--- src/rtl/skel_thin_engine.sv ---
// Two-subiteration Zhang-Suen thinning engine over an N x N image held in an external RAM.
// Pixels are read one neighbour per cycle; deletions are buffered in a bitmap and committed after each subiteration.
module skel_thin_engine #(
    parameter int unsigned N          = 8,
    parameter int unsigned bitSize    = 6,
    parameter int unsigned pixelWidth = 8,
    parameter int unsigned MAX_PASSES = 255
) (
    input  logic                  clk,
    input  logic                  rst_n,
    input  logic                  start,
    output logic [bitSize:0]      rd_addr,
    input  logic [pixelWidth-1:0] rd_data,
    output logic                  we,
    output logic [bitSize:0]      wr_addr,
    output logic [pixelWidth-1:0] wr_data,
    output logic                  busy,
    output logic                  done,
    output logic [7:0]            pass_count,
    output logic                  limit_hit
);

    localparam int unsigned AW   = bitSize + 1;
    localparam int unsigned NPIX = N * N;
    localparam int unsigned MW   = $clog2(NPIX);
    localparam int unsigned LAST = N - 2;

    localparam logic [2:0] IDLE   = 3'd0;
    localparam logic [2:0] SCAN   = 3'd1;
    localparam logic [2:0] EVAL   = 3'd2;
    localparam logic [2:0] COMMIT = 3'd3;
    localparam logic [2:0] CHECK  = 3'd4;
    localparam logic [2:0] FIN    = 3'd5;

    logic [2:0]      state, state_nxt;
    logic [AW-1:0]   row, col, idx;
    logic [3:0]      k;
    logic [8:0]      p;
    logic            sub, del_flag, ph;
    logic [NPIX-1:0] mark;

    logic [AW-1:0]   row_n_c, col_n_c, cur_c, first_c;
    logic [8:0]      ring_c;
    logic [3:0]      b_cnt_c, a_cnt_c;
    logic            del_c, last_pix_c, step_c, commit_end_c, finish_c;
    logic [7:0]      pc_next_c;

    // Address of neighbour n (0=P1 centre, 1..8=P2..P9 clockwise from north).
    function automatic logic [AW-1:0] nb_addr(input logic [AW-1:0] r, input logic [AW-1:0] c,
                                              input logic [3:0] n);
        int rr;
        int cc;
        rr = int'(r);
        cc = int'(c);
        case (n)
            4'd1:    rr = rr - 1;
            4'd2:    begin rr = rr - 1; cc = cc + 1; end
            4'd3:    cc = cc + 1;
            4'd4:    begin rr = rr + 1; cc = cc + 1; end
            4'd5:    rr = rr + 1;
            4'd6:    begin rr = rr + 1; cc = cc - 1; end
            4'd7:    cc = cc - 1;
            4'd8:    begin rr = rr - 1; cc = cc - 1; end
            default: ;
        endcase
        return AW'(rr * int'(N) + cc);
    endfunction

    // Neighbourhood evaluation and traversal helpers.
    always_comb begin
        b_cnt_c = '0;
        a_cnt_c = '0;
        ring_c  = {p[1], p[8:1]};
        for (int i = 0; i < 8; i++) begin
            b_cnt_c = b_cnt_c + 4'(ring_c[i]);
            a_cnt_c = a_cnt_c + 4'(!ring_c[i] && ring_c[i+1]);
        end
        del_c = p[0] && (b_cnt_c >= 4'd2) && (b_cnt_c <= 4'd6) && (a_cnt_c == 4'd1) &&
                (sub ? (!(p[1] & p[3] & p[7]) && !(p[1] & p[5] & p[7]))
                     : (!(p[1] & p[3] & p[5]) && !(p[3] & p[5] & p[7])));

        if (col == AW'(LAST)) begin
            col_n_c = AW'(1);
            row_n_c = row + AW'(1);
        end else begin
            col_n_c = col + AW'(1);
            row_n_c = row;
        end
        cur_c        = nb_addr(row, col, 4'd0);
        first_c      = nb_addr(AW'(1), AW'(1), 4'd0);
        last_pix_c   = (row == AW'(LAST)) && (col == AW'(LAST));
        step_c       = !(mark[MW'(idx)] && !ph);
        commit_end_c = step_c && (idx == AW'(NPIX - 1));
        pc_next_c    = pass_count + 8'd1;
        finish_c     = !del_flag || (pc_next_c == 8'(MAX_PASSES));
    end

    always_comb begin
        state_nxt = state;
        case (state)
            IDLE:    if (start) state_nxt = SCAN;
            SCAN:    if (k == 4'd8) state_nxt = EVAL;
            EVAL:    state_nxt = last_pix_c ? COMMIT : SCAN;
            COMMIT:  if (commit_end_c) state_nxt = sub ? CHECK : SCAN;
            CHECK:   state_nxt = finish_c ? FIN : SCAN;
            FIN:     state_nxt = IDLE;
            default: state_nxt = IDLE;
        endcase
    end

    always_ff @(posedge clk) begin
        if (!rst_n) state <= IDLE;
        else        state <= state_nxt;
    end

    assign wr_data = '0;

    always_ff @(posedge clk) begin
        if (!rst_n) begin
            rd_addr    <= '0;
            wr_addr    <= '0;
            we         <= 1'b0;
            busy       <= 1'b0;
            done       <= 1'b0;
            pass_count <= '0;
            limit_hit  <= 1'b0;
            row        <= '0;
            col        <= '0;
            idx        <= '0;
            k          <= '0;
            p          <= '0;
            sub        <= 1'b0;
            del_flag   <= 1'b0;
            ph         <= 1'b0;
            mark       <= '0;
        end else begin
            case (state)
                IDLE: if (start) begin
                    busy       <= 1'b1;
                    pass_count <= '0;
                    limit_hit  <= 1'b0;
                    del_flag   <= 1'b0;
                    sub        <= 1'b0;
                    mark       <= '0;
                    row        <= AW'(1);
                    col        <= AW'(1);
                    k          <= '0;
                    rd_addr    <= first_c;
                end
                SCAN: begin
                    p[k] <= |rd_data;
                    if (k == 4'd8) begin
                        k <= '0;
                    end else begin
                        k       <= k + 4'd1;
                        rd_addr <= nb_addr(row, col, k + 4'd1);
                    end
                end
                EVAL: begin
                    if (del_c) begin
                        mark[MW'(cur_c)] <= 1'b1;
                        del_flag         <= 1'b1;
                    end
                    if (last_pix_c) begin
                        idx     <= '0;
                        ph      <= 1'b0;
                        we      <= 1'b0;
                        wr_addr <= '0;
                    end else begin
                        row     <= row_n_c;
                        col     <= col_n_c;
                        rd_addr <= nb_addr(row_n_c, col_n_c, 4'd0);
                    end
                end
                // A marked index holds we/wr_addr for two cycles before moving on.
                COMMIT: begin
                    if (!step_c) begin
                        ph <= 1'b1;
                    end else if (commit_end_c) begin
                        mark    <= '0;
                        we      <= 1'b0;
                        wr_addr <= '0;
                        ph      <= 1'b0;
                        if (!sub) begin
                            sub     <= 1'b1;
                            row     <= AW'(1);
                            col     <= AW'(1);
                            k       <= '0;
                            rd_addr <= first_c;
                        end
                    end else begin
                        idx     <= idx + AW'(1);
                        ph      <= 1'b0;
                        we      <= mark[MW'(idx + AW'(1))];
                        wr_addr <= mark[MW'(idx + AW'(1))] ? idx + AW'(1) : '0;
                    end
                end
                CHECK: begin
                    pass_count <= pc_next_c;
                    if (finish_c) begin
                        busy      <= 1'b0;
                        done      <= 1'b1;
                        limit_hit <= del_flag;
                    end else begin
                        del_flag <= 1'b0;
                        sub      <= 1'b0;
                        row      <= AW'(1);
                        col      <= AW'(1);
                        k        <= '0;
                        rd_addr  <= first_c;
                    end
                end
                FIN: done <= 1'b0;
                default: ;
            endcase
        end
    end

endmodule

--- config.mk ---
export PLATFORM = sky130hd
export DESIGN_NAME = skel_thin_engine
export DESIGN_NICKNAME = d
export VERILOG_FILES = /design/src/rtl/skel_thin_engine.sv
export SDC_FILE = /design/constraint.sdc
export NUM_CORES = 1
export LEC_CHECK = 0
export ABC_AREA = 1
export BUFFER_PORTS_ARGS = -buffer_cell sky130_fd_sc_hd__buf_2
export CORE_MARGIN = 2
export CORE_UTILIZATION = 44
export DETAILED_ROUTE_END_ITERATION = 10
export GPL_TIMING_DRIVEN = 1
export PLACE_DENSITY_LB_ADDON = 0.08
export SLEW_MARGIN = 20
export SYNTH_ARGS = -nofsm -noshare
export SYNTH_HDL_FRONTEND = slang
export SYNTH_SLANG_ARGS = --single-unit
--- constraint.sdc ---
create_clock -name clk -period 5.1 [get_ports clk]
set_input_delay 0 -clock clk [delete_from_list [all_inputs] [get_ports clk]]
set_output_delay 0 -clock clk [all_outputs]
set_load 0.005 [all_outputs]
==> results of run 1 <==
==> registers in the layout, summed over array words and instances (netlist names), 3 cells and up <==
register    flops
state           3
wr_addr         7
idx             7
col             7
mark           64
row             7
rd_addr         7
k               4
pass_count      8
p               9
==> through the flow <==
| step | setup WS, ns | instance area [um2] | hold slack (ns) | util |
|---|---|---|---|---|
| after global routing | 0.2215 | 9414 | 0.04503 | 0.4999 |
| after floorplan | 0.9989 | 8539 | 0.1561 | - |
| after global placement | 0.6877 | 8775 | 0.2976 | 0.4660 |
| final | 0.5334 | 9414 | 0.01948 | 0.4999 |
| after detailed placement | 0.5654 | 8775 | 0.3004 | 0.4660 |
| after CTS | 0.5706 | 9414 | 0.01306 | 0.4999 |
==> power by group <==
| part | switching (uW) | internal, uW | total [uW] |
|---|---|---|---|
| logic | 582 | 261 | 843 |
| registers | 61.4 | 1070 | 1130 |
| clock network | 505 | 774 | 1280 |
==> cells in the final DEF, fill, tap and decap left out, types with 2 or more instances in the layout <==
cell,Yosys,routed
sky130_fd_sc_hd__nand2_1,307,307
sky130_fd_sc_hd__dfxtp_1,130,129
sky130_fd_sc_hd__a31oi_1,10,10
sky130_fd_sc_hd__dlygate4sd3_1,0,3
sky130_fd_sc_hd__ha_1,30,30
sky130_fd_sc_hd__xnor2_1,4,4
sky130_fd_sc_hd__nand2_4,3,3
sky130_fd_sc_hd__o221ai_1,17,17
sky130_fd_sc_hd__bufinv_16,0,3
sky130_fd_sc_hd__clkbuf_16,0,17
sky130_fd_sc_hd__inv_2,2,2
sky130_fd_sc_hd__clkinv_4,0,3
sky130_fd_sc_hd__buf_2,10,36
sky130_fd_sc_hd__or2_2,5,5
sky130_fd_sc_hd__fa_1,12,12
sky130_fd_sc_hd__nor3b_1,2,2
sky130_fd_sc_hd__conb_1,1,8
sky130_fd_sc_hd__nor2_1,326,326
sky130_fd_sc_hd__nand3_1,109,109
sky130_fd_sc_hd__nand3b_1,3,3
sky130_fd_sc_hd__nor2_2,4,4
sky130_fd_sc_hd__nand4_1,11,11
sky130_fd_sc_hd__o31ai_1,3,3
sky130_fd_sc_hd__a21oi_1,36,36
sky130_fd_sc_hd__xor2_1,18,18
sky130_fd_sc_hd__o21ai_1,7,7
sky130_fd_sc_hd__nor3_2,1,3
sky130_fd_sc_hd__nor4_1,5,5
sky130_fd_sc_hd__inv_6,0,3
sky130_fd_sc_hd__buf_4,12,15
sky130_fd_sc_hd__o211ai_1,3,3
sky130_fd_sc_hd__clkinvlp_4,0,5
sky130_fd_sc_hd__inv_1,110,110
sky130_fd_sc_hd__nor3_1,25,23
sky130_fd_sc_hd__a211oi_1,2,2
sky130_fd_sc_hd__o21ai_0,61,61
==> final cells by class <==
type / count / share of cell area
Multi-Input combinational cell: 1028 / 0.5424
Sequential cell: 130 / 0.2766
Clock buffer: 18 / 0.04559
Inverter: 113 / 0.04532
Timing Repair Buffer: 55 / 0.03642
Tap cell: 260 / 0.03456
Clock inverter: 14 / 0.01914
==> final timing paths <==
path                           end  slack, ns
min              p[1]$_SDFFE_PN0P_       0.02
min reg2reg        we$_SDFFE_PN0P_       0.45
max          mark[52]$_SDFFE_PN0P_       0.53
max reg2reg  mark[52]$_SDFFE_PN0P_       0.53
==> cell families after synthesis <==
logic type | Yosys count | share of synthesized area
adders and majority gates | 42 | 0.07231
and+or+nand+nor | 809 | 0.3971
xor gates and xnor gates | 23 | 0.02454
DFF | 130 | 0.3057
other | 1 | 0.0004405
buffers and inverters | 172 | 0.09877
AOI/OAI and AO/OA | 146 | 0.1011
==> cell usage after synthesis, drive strengths merged (10+ instances only) <==
cell type / number
a21oi: 36
a31oi: 10
nand2: 311
nand3: 111
nand4: 12
buf: 43
xor2: 19
nor3: 26
inv: 113
o221ai: 17
ha: 30
o21ai: 69
fa: 12
clkbuf: 16
nor2: 331
dfxtp: 130
==> routing by layer <==
layer / vias to the layer above / track usage / routed length (um)
li1: 4292 / - / -
met5: - / 0 / 0
met4: 0 / 0.07608 / 472
met1: 3808 / 0.3201 / 11260
met3: 40 / 0.03991 / 991
met2: 185 / 0.4059 / 11320
==> what timing repair did <==
action	4_1_cts	5_1_grt
hold buffers	3	0
setup endpoints to repair	0	0
hold endpoints to repair	8	0
==> worst max-delay path: cells and delay by family (launching register included) <==
family,cells,cell delay [ns]
adder cells (fa/ha/maj),6,2.31
AND/OR/NAND/NOR,11,0.85
buffers and inverters,4,0.81
flip-flops,1,0.33
AO/OA/AOI/OAI,1,0.12
==> results.md, run 1 <==
- DR iter-0 viols: 566
- Detailed-route DRC error count: 0
- Transition time of the tightest slew-check pin: 1.082 ns
- Number of placed instances, taps included: 1583
- Port-buffer cells: 36
- Number of buffers inserted by post-CTS setup repair: 0
- Clock tree skew after final layout: 0.01149 ns
- Maximum resistive drop on vdd: 237.4 uV
- Max Clock Freq: 219.0 MHz
- Proportion of register bits with asynchronous set or reset after synthesis: 0
- Starting utilization of the core area: 0.4521
- GRT Util Overall: 0.2428
- Clk slew on worst S/H paths: 0.06 ns
- Number of gates given a new drive strength after cts: 0
- Total number of placement rows: 50
- Final clock period utilization by the worst path: 0.8954
- Antenna cells: 0
- Wire per inst: 14.86 um
- Classification of the worst setup path: flop to flop
- DP HPWL: 16120 um
- Max-slew violation count: 0
- Total number of clock tree sinks: 130
- Top Ports: 45
- Total CTS buffers: 17
- Part of the Yosys area used for sequential elements: 0.3057
- # H-tree levels: 4
- Area inside the core boundary: 18830 um2
- Buffer type at the clock tree root: sky130_fd_sc_hd__clkbuf_16
- Origin of the critical flop-to-flop path: p[1]$_SDFFE_PN0P_
- Cell depth of the worst min-delay path: 4
- Insertion delay of the later-clocked pin in the worst-skew pair: 0.44 ns
- Post-route setup TNS: 0 ns
- Routed Wire Length: 24040 um
- Total of flip-flops plus latches after synthesis: 130
- Residual antenna-violating net count after detailed routing: 0
- Proportion of layout cells with a drive suffix above 1: 0.08174
- Fill count: 1980
- Area enclosed by the die boundary: 20480 um2
- Warnings from Yosys: 0
- Initial antenna violation count: 0
- Area of the mapped netlist: 8513 um2
- Yosys top cell by area: sky130_fd_sc_hd__dfxtp_1
- Timing startpoint of the critical path: p[1]$_SDFFE_PN0P_
- Sum of overflow across all layers after global routing: 0
- Post-layout total power: 3250 uW
- Vias in the first global route: 7735
- Count of vias placed by the detailed router: 8325
- Worst setup EP type: flop
- Largest net degree at the start of global routing: 68
- Vias per inst: 5.145
- Power density cells: 345.2 nW/um2
- Final hold vios: 0
- Hold Path Origin: rd_data[3]
- Area occupied by multi-input gates: 5106 um2
- Wire length of the first global-routing pass: 39160 um
- Critical Path Start Type: flop
- Max Fanout on Critical Path: 64
- Post-route insts no fill: 1618
- Max-cap violations: 0
- Number of nets in the finished design: 1398
- Cell type with the highest occurrence count on the critical path: sky130_fd_sc_hd__nor2_1
- Status: finished clean
- Die Y: 143.1 um
- Shortest clock period the worst path allows after layout: 4.567 ns
- Area overhead of the layout relative to synthesis: 10.58%
- Required @ worst endpoint: 5.42 ns
- Number of buffers between clock root and the deepest sink: 2
- Die width: 143.1 um
- Number of flops mapped to enable cells by yosys: 0
- Count of TritonRoute iterations in the first routing pass: 5
- Unrepaired setup endpoints after global routing: no
- Slew margin rel.: 0.2759
- List of cells traversed by the critical path: inv_1, ha_1, inv_1, fa_1, inv_1, fa_1, fa_1, ha_1, fa_1, nand2_1, nor2_1, a21oi_1, nor3_1, nand4_1, nand2_1, nand2_1, nor2_1, nand3_4, buf_4, nor2_1, nor2_1, nor2_1
- Cell types with the largest area share after synthesis: sky130_fd_sc_hd__dfxtp_1, sky130_fd_sc_hd__nor2_1, sky130_fd_sc_hd__nand2_1
- Synth Flop Type: sky130_fd_sc_hd__dfxtp_1
- Setup violation total in the final timing report: 0
- Standby leakage power: 0.004003 uW
- Peak per-stage delay on the critical path: 0.57 ns
- Cells on worst reg2reg path: 22
- Cell at the slowest stage of the critical path: sky130_fd_sc_hd__buf_4
- Worst Path Arrival: 4.88 ns
- Number of unique standard cell types used by synthesis: 50
- Count of mapped cells out of synthesis: 1323
- Per-instance average area after synthesis: 6.435 um2
- Final weighted congestion in routability-driven placement: 0.8247
- Area share of the largest cell type after synthesis: 0.3057
- Reg area: 2604 um2
- TritonCTS clock tree: yes
- Hold Crit Class: primary input to flop
(Power assumes the default switching activity.)
==> run 2, diff against run 1 <==
--- a/config.mk
+++ b/config.mk
@@ -8,7 +8,7 @@
 export ABC_AREA = 1
 export BUFFER_PORTS_ARGS = -buffer_cell sky130_fd_sc_hd__buf_2
 export CORE_MARGIN = 2
-export CORE_UTILIZATION = 44
+export CORE_UTILIZATION = 60
 export DETAILED_ROUTE_END_ITERATION = 10
 export GPL_TIMING_DRIVEN = 1
 export PLACE_DENSITY_LB_ADDON = 0.08
==> results.md, run 2 (synthesized netlist as in run 1, its figures left out) <==
- Status: finished clean
- Wire per inst: 14.82 um (-0.27%)
- Count of vias placed by the detailed router: 8498 (+2.1%)
- Hold path endpoint: p[8]$_SDFFE_PN0P_
- Worst setup EP type: flop
- Max Fanout on Critical Path: 64 (unchanged)
- Classification of the worst setup path: flop to flop
- Unrepaired setup endpoints after global routing: no
- Detailed-route DRC error count: 0 (unchanged)
- Sum of overflow across all layers after global routing: 0 (unchanged)
- Insertion delay of the later-clocked pin in the worst-skew pair: 0.43 ns (about the same)
- Vias in the first global route: 7684 (-0.66%)
- Worst Path Arrival: 4.89 ns (about the same)
- Reg-to-reg endpoint: mark[20]$_SDFFE_PN0P_
- Number of gates given a new drive strength after cts: 0 (unchanged)
- Maximum resistive drop on vdd: 333.4 uV (+40%)
- Vias per inst: 5.533 (+7.5%)
- Biggest registers after layout: mark: 64 flops, p: 9 flops, pass_count: 8 flops
- Setup violation total in the final timing report: 0 (unchanged)
- Largest net degree at the start of global routing: 68 (unchanged)
- Final clock period utilization by the worst path: 0.8992 (+0.003741)
- Clk slew on worst S/H paths: 0.06 ns (about the same)
- Post-layout total power: 3259 uW (+0.29%)
- Transition time of the tightest slew-check pin: 1.045 ns (-0.03746 ns)
- Port-buffer cells: 36 (unchanged)
- Max Clock Freq: 218.1 MHz (-0.42%)
- Slew margin rel.: 0.3025 (+0.02662)
- Cell depth of the worst min-delay path: 4 (unchanged)
- Core occupancy in the finished layout: 0.6703 (+0.1703)
- Post-route setup TNS: 0 ns (unchanged)
- Commonest non-fill, non-tap cells in the layout: sky130_fd_sc_hd__nor2_1, sky130_fd_sc_hd__nand2_1, sky130_fd_sc_hd__dfxtp_1
- Number of nets in the finished design: 1396 (-0.14%)
- Die Y: 123.1 um (-14%)
- Total CTS buffers: 17 (unchanged)
- Max FFs per register: 64 (unchanged)
- Post-CTS Hold Fix Bufs: 3 (unchanged)
- Most frequent standard cell in the layout excluding fill and tap cells: sky130_fd_sc_hd__nor2_1
- DR iter-0 viols: 653 (+15%)
- Total number of clock tree sinks: 130 (unchanged)
- TritonCTS clock tree: yes
- Antenna cells: 0 (unchanged)
- Residual antenna-violating net count after detailed routing: 0 (unchanged)
- Die width: 123.1 um (-14%)
- Worst slack on hold paths: 0.02307 ns (+0.003588 ns)
- Number of buffers between clock root and the deepest sink: 2 (unchanged)
- Proportion of layout cells with a drive suffix above 1: 0.07891 (-0.002829)
- Count of TritonRoute iterations in the first routing pass: 6 (+1)
- Power density cells: 350.3 nW/um2 (+1.5%)
- Area enclosed by the die boundary: 15160 um2 (-26%)
- Wire length of the first global-routing pass: 36730 um (-6.2%)
- Final weighted congestion in routability-driven placement: 0.9258 (+12%)
- Required @ worst endpoint: 5.40 ns (-0.02 ns)
- Origin of the critical flop-to-flop path: p[1]$_SDFFE_PN0P_
- Clock tree skew after final layout: 0.01006 ns (-0.001431 ns)
- DP HPWL: 14870 um (-7.8%)
- Total number of placement rows: 43 (-14%)
- Standby leakage power: 0.004019 uW (+0.40%)
- Hold Crit Class: primary input to flop
- Area inside the core boundary: 13880 um2 (-26%)
- Cells on worst reg2reg path: 22 (unchanged)
- Area overhead of the layout relative to synthesis: 9.289%
- Final hold vios: 0 (unchanged)
- GRT Util Overall: 0.3070 (+0.06422)
- Max-slew violation count: 0 (unchanged)
- Number of buffers inserted by post-CTS setup repair: 0 (unchanged)
- Hold Path Origin: rd_data[3]
- Max-cap violations: 0 (unchanged)
- Most flop-heavy register: mark
- Routed Wire Length: 22760 um (-5.3%)
- Critical Path Start Type: flop
- Initial antenna violation count: 0 (unchanged)
- Starting utilization of the core area: 0.6133 (+0.1612)
- # H-tree levels: 4 (unchanged)
- Top Ports: 45 (unchanged)
- Buffer type at the clock tree root: sky130_fd_sc_hd__clkbuf_16
- Reg-to-reg slack, setup: 0.51 ns (-0.02 ns)
- Shortest clock period the worst path allows after layout: 4.586 ns (+0.01908 ns)
-- run 2: changes by cell type in the layout (fill, tap and decap cells not counted) --
cell	delta
sky130_fd_sc_hd__buf_4	-2
sky130_fd_sc_hd__clkbuf_8	+5
sky130_fd_sc_hd__clkinv_4	-2
sky130_fd_sc_hd__nor3_2	-2
sky130_fd_sc_hd__inv_6	-3
sky130_fd_sc_hd__clkinvlp_4	-4
sky130_fd_sc_hd__nor3_1	+2
sky130_fd_sc_hd__clkinv_2	+4
-- run 2: per-layer routing --
layer,GRT usage,share of wire
met5,0,0
met4,0.1420,0.036
met3,0.05581,0.065
met2,0.5110,0.46
met1,0.3860,0.43
-- run 2: metrics by stage --
step	instances	area, um2	setup WS (ns)
floorplan	1330	8539	0.9989
CTS	1536	9304	0.5315
global route	1536	9304	0.2842
detailed placement	1501	8650	0.6404
finish	1536	9304	0.5143
global placement	1501	8650	0.7255
-- run 2: worst max path at each step --
stage	from	to	slack [ns]
2_1_floorplan	p[1]$_SDFFE_PN0P_	mark[10]$_SDFFE_PN0P_	1.0
3_3_place_gp	p[1]$_SDFFE_PN0P_	mark[23]$_SDFFE_PN0P_	0.73
3_5_place_dp	p[1]$_SDFFE_PN0P_	mark[13]$_SDFFE_PN0P_	0.64
4_1_cts	p[1]$_SDFFE_PN0P_	mark[20]$_SDFFE_PN0P_	0.53
5_1_grt	p[1]$_SDFFE_PN0P_	mark[3]$_SDFFE_PN0P_	0.28
6_report	p[1]$_SDFFE_PN0P_	mark[20]$_SDFFE_PN0P_	0.51
-- run 2: layout make-up --
cell class	count	area (um2)
Fill cell	1265	4577
Clock inverter	9	126.4
Clock buffer	23	498.0
Timing Repair Buffer	53	327.8
Inverter	113	426.7
Sequential cell	130	2604
Multi-Input combinational cell	1028	5096
Tap cell	180	225.2
-- run 2: critical path, cell delays in order (launching register included) --
cell and delay, ns:
sky130_fd_sc_hd__dfxtp_1 0.33, sky130_fd_sc_hd__inv_1 0.13, sky130_fd_sc_hd__ha_1 0.17, sky130_fd_sc_hd__inv_1 0.06, sky130_fd_sc_hd__fa_1 0.53, sky130_fd_sc_hd__inv_1 0.06, sky130_fd_sc_hd__fa_1 0.51, sky130_fd_sc_hd__fa_1 0.49
sky130_fd_sc_hd__ha_1 0.23, sky130_fd_sc_hd__fa_1 0.38, sky130_fd_sc_hd__nand2_1 0.07, sky130_fd_sc_hd__nor2_1 0.04, sky130_fd_sc_hd__a21oi_1 0.11, sky130_fd_sc_hd__nor3_1 0.06, sky130_fd_sc_hd__nand4_1 0.09, sky130_fd_sc_hd__nand2_1 0.07
sky130_fd_sc_hd__nand2_1 0.08, sky130_fd_sc_hd__nor2_1 0.06, sky130_fd_sc_hd__nand3_4 0.10, sky130_fd_sc_hd__buf_4 0.55, sky130_fd_sc_hd__nor2_1 0.11, sky130_fd_sc_hd__nor2_1 0.14, sky130_fd_sc_hd__nor2_1 0.06
-- run 2: power by group --
part	leakage [uW]	internal (uW)	total, uW	switching, uW
Clock	0.000309	831	1300	464
Sequential	0.00105	1070	1120	57.7
Combinational	0.00266	262	839	577
==> run 3, diff against run 2 <==
--- a/config.mk
+++ b/config.mk
@@ -6,9 +6,10 @@
 export NUM_CORES = 1
 export LEC_CHECK = 0
 export ABC_AREA = 1
+export ABC_CLOCK_PERIOD_IN_PS = 5100
 export BUFFER_PORTS_ARGS = -buffer_cell sky130_fd_sc_hd__buf_2
 export CORE_MARGIN = 2
-export CORE_UTILIZATION = 60
+export CORE_UTILIZATION = 34
 export DETAILED_ROUTE_END_ITERATION = 10
 export GPL_TIMING_DRIVEN = 1
 export PLACE_DENSITY_LB_ADDON = 0.08
==> results.md, run 3 (synthesized netlist as in run 1, its figures left out) <==
- Max-slew violation count: 0 (unchanged)
- GRT Util Overall: 0.1977 (-0.1093)
- Die width: 162.2 um (+32%)
- Biggest registers after layout: mark: 64 flops, p: 9 flops, pass_count: 8 flops
- Max Clock Freq: 221.8 MHz (+1.7%)
- Residual antenna-violating net count after detailed routing: 0 (unchanged)
- Detailed-route DRC error count: 0 (unchanged)
- DP HPWL: 17170 um (+15%)
- Port-buffer cells: 36 (unchanged)
- Slew margin rel.: 0.2692 (-0.03334)
- Vias per inst: 4.924 (-11%)
- Routed Wire Length: 25070 um (+10%)
- Cell at the slowest stage of the critical path: sky130_fd_sc_hd__buf_4
- Max Fanout on Critical Path: 64 (unchanged)
- Standby leakage power: 0.003986 uW (-0.81%)
- Required @ worst endpoint: 5.41 ns (about the same)
- # H-tree levels: 4 (unchanged)
- Max-cap violations: 0 (unchanged)
- Final hold vios: 0 (unchanged)
- Buffer type at the clock tree root: sky130_fd_sc_hd__clkbuf_16
- Setup violation total in the final timing report: 0 (unchanged)
- Count of TritonRoute iterations in the first routing pass: 4 (-2)
- Critical Path Start Type: flop
- Wire per inst: 14.92 um (+0.70%)
- Classification of the worst setup path: flop to flop
- Wire length of the first global-routing pass: 41350 um (+13%)
- Number of buffers between clock root and the deepest sink: 2 (unchanged)
- Count of vias placed by the detailed router: 8272 (-2.7%)
- Area enclosed by the die boundary: 26320 um2 (+74%)
- Core occupancy in the finished layout: 0.3865 (-0.2837)
- List of cells traversed by the critical path: inv_1, ha_1, inv_1, fa_1, inv_1, fa_1, fa_1, ha_1, fa_1, nand2_1, nor2_1, a21oi_1, nor3_1, nand4_1, nand2_1, nand2_1, nor2_1, nand3_4, buf_4, nor2_1, nor2_1, nor2_1
- Maximum resistive drop on vdd: 179.5 uV (-46%)
- Total number of clock tree sinks: 130 (unchanged)
- Number of buffers inserted by post-CTS setup repair: 0 (unchanged)
- Post-route setup TNS: 0 ns (unchanged)
- Antenna cells: 0 (unchanged)
- DR iter-0 viols: 560 (-14%)
- Final weighted congestion in routability-driven placement: 0.7753 (-16%)
- Largest net degree at the start of global routing: 68 (unchanged)
- Most flop-heavy register: mark
- Hold Crit Class: primary input to flop
- Vias in the first global route: 7901 (+2.8%)
- Number of nets in the finished design: 1396 (unchanged)
- Total CTS buffers: 17 (unchanged)
- Final clock period utilization by the worst path: 0.8840 (-0.01514)
- Worst slack on hold paths: 0.03373 ns (+0.01066 ns)
- Proportion of layout cells with a drive suffix above 1: 0.08038 (+0.001475)
- Sum of overflow across all layers after global routing: 0 (unchanged)
- Commonest non-fill, non-tap cells in the layout: sky130_fd_sc_hd__nor2_1, sky130_fd_sc_hd__nand2_1, sky130_fd_sc_hd__dfxtp_1
- Unrepaired setup endpoints after global routing: no
- Insertion delay of the later-clocked pin in the worst-skew pair: 0.43 ns (about the same)
- Clk slew on worst S/H paths: 0.06 ns (about the same)
- Peak per-stage delay on the critical path: 0.56 ns (about the same)
- Die Y: 162.2 um (+32%)
- Max FFs per register: 64 (unchanged)
- Top Ports: 45 (unchanged)
- Number of gates given a new drive strength after cts: 0 (unchanged)
- Cell type with the highest occurrence count on the critical path: sky130_fd_sc_hd__nor2_1
- Total number of placement rows: 57 (+33%)
- Status: finished clean
- Worst Path Arrival: 4.81 ns (-0.08 ns)
- Worst setup EP type: flop
- Starting utilization of the core area: 0.3480 (-0.2653)
- Power density cells: 340.8 nW/um2 (-2.7%)
- Most frequent standard cell in the layout excluding fill and tap cells: sky130_fd_sc_hd__nor2_1
- Shortest clock period the worst path allows after layout: 4.508 ns (-0.07721 ns)
- Transition time of the tightest slew-check pin: 1.088 ns (+0.04316 ns)
- Clock tree skew after final layout: 0.01355 ns (+0.003487 ns)
- Area inside the core boundary: 24460 um2 (+76%)
- TritonCTS clock tree: yes
- Area overhead of the layout relative to synthesis: 11.07%
- Initial antenna violation count: 0 (unchanged)
## run 3: changes by cell type in the layout (fill, tap and decap cells not counted), sizes merged
cell and delta:
bufinv -1, clkbuf -5, clkinvlp +3, inv +3
## run 3: final cells by class
type / instances / area [um2]
Clock buffer: 18 / 429.2
Clock inverter: 14 / 156.4
Fill cell: 2661 / 15010
Inverter: 113 / 426.7
Multi-Input combinational cell: 1028 / 5106
Sequential cell: 130 / 2604
Tap cell: 324 / 405.4
Timing Repair Buffer: 53 / 327.8
## run 3: repair_timing
| item | 4_1_cts | 5_1_grt |
|---|---|---|
| hold endpoints to repair | 9 | 0 |
| hold buffers | 3 | 0 |
| setup endpoints to repair | 0 | 0 |
## run 3: stage by stage
stage          setup WS [ns]  cells  power, uW  cell area [um2]
4_1_cts               0.6134   1680       3268             9455
3_5_place_dp          0.6009   1645       2008             8840
5_1_grt               0.1744   1680       3440             9455
3_3_place_gp          0.6764   1645       2004             8840
2_1_floorplan         0.9989   1330       1804             8539
6_report              0.5915   1680       3222             9455
## run 3: worst paths after layout
kind                                         startpoint                       to  slack [ns]  cells after the start
worst min-delay path                         rd_data[2]        p[4]$_SDFFE_PN0P_        0.03                      4
worst min register to register  wr_addr[0]$_SDFFE_PN0P_  wr_addr[0]$_SDFFE_PN0P_        0.45                      2
worst max register to register        p[1]$_SDFFE_PN0P_    mark[30]$_SDFFE_PN0P_        0.59                     22
worst max-delay path                  p[1]$_SDFFE_PN0P_    mark[30]$_SDFFE_PN0P_        0.59                     22
## run 3: power by group
group	total [uW]	switching (uW)	leakage (uW)	internal [uW]
Sequential	1130	62.8	0.00105	1070
Combinational	849	589	0.00266	260
Clock	1240	518	0.000274	726
## run 3: worst max-delay path: cells and delay by family (launching register included)
| family | cells | cell delay, ns |
|---|---|---|
| AOI/OAI and AO/OA | 1 | 0.11 |
| adders and majority gates | 6 | 2.29 |
| buffers and inverters | 4 | 0.79 |
| DFF | 1 | 0.33 |
| and+or+nand+nor | 11 | 0.81 |
## run 3: layer usage
layer / vias to the layer above / part of all wire / GRT usage
li1: 4280 / - / -
met2: 153 / 0.47 / 0.3286
met4: 0 / 0.015 / 0.06074
met1: 3815 / 0.48 / 0.2618
met3: 24 / 0.036 / 0.03498
met5: - / 0 / 0
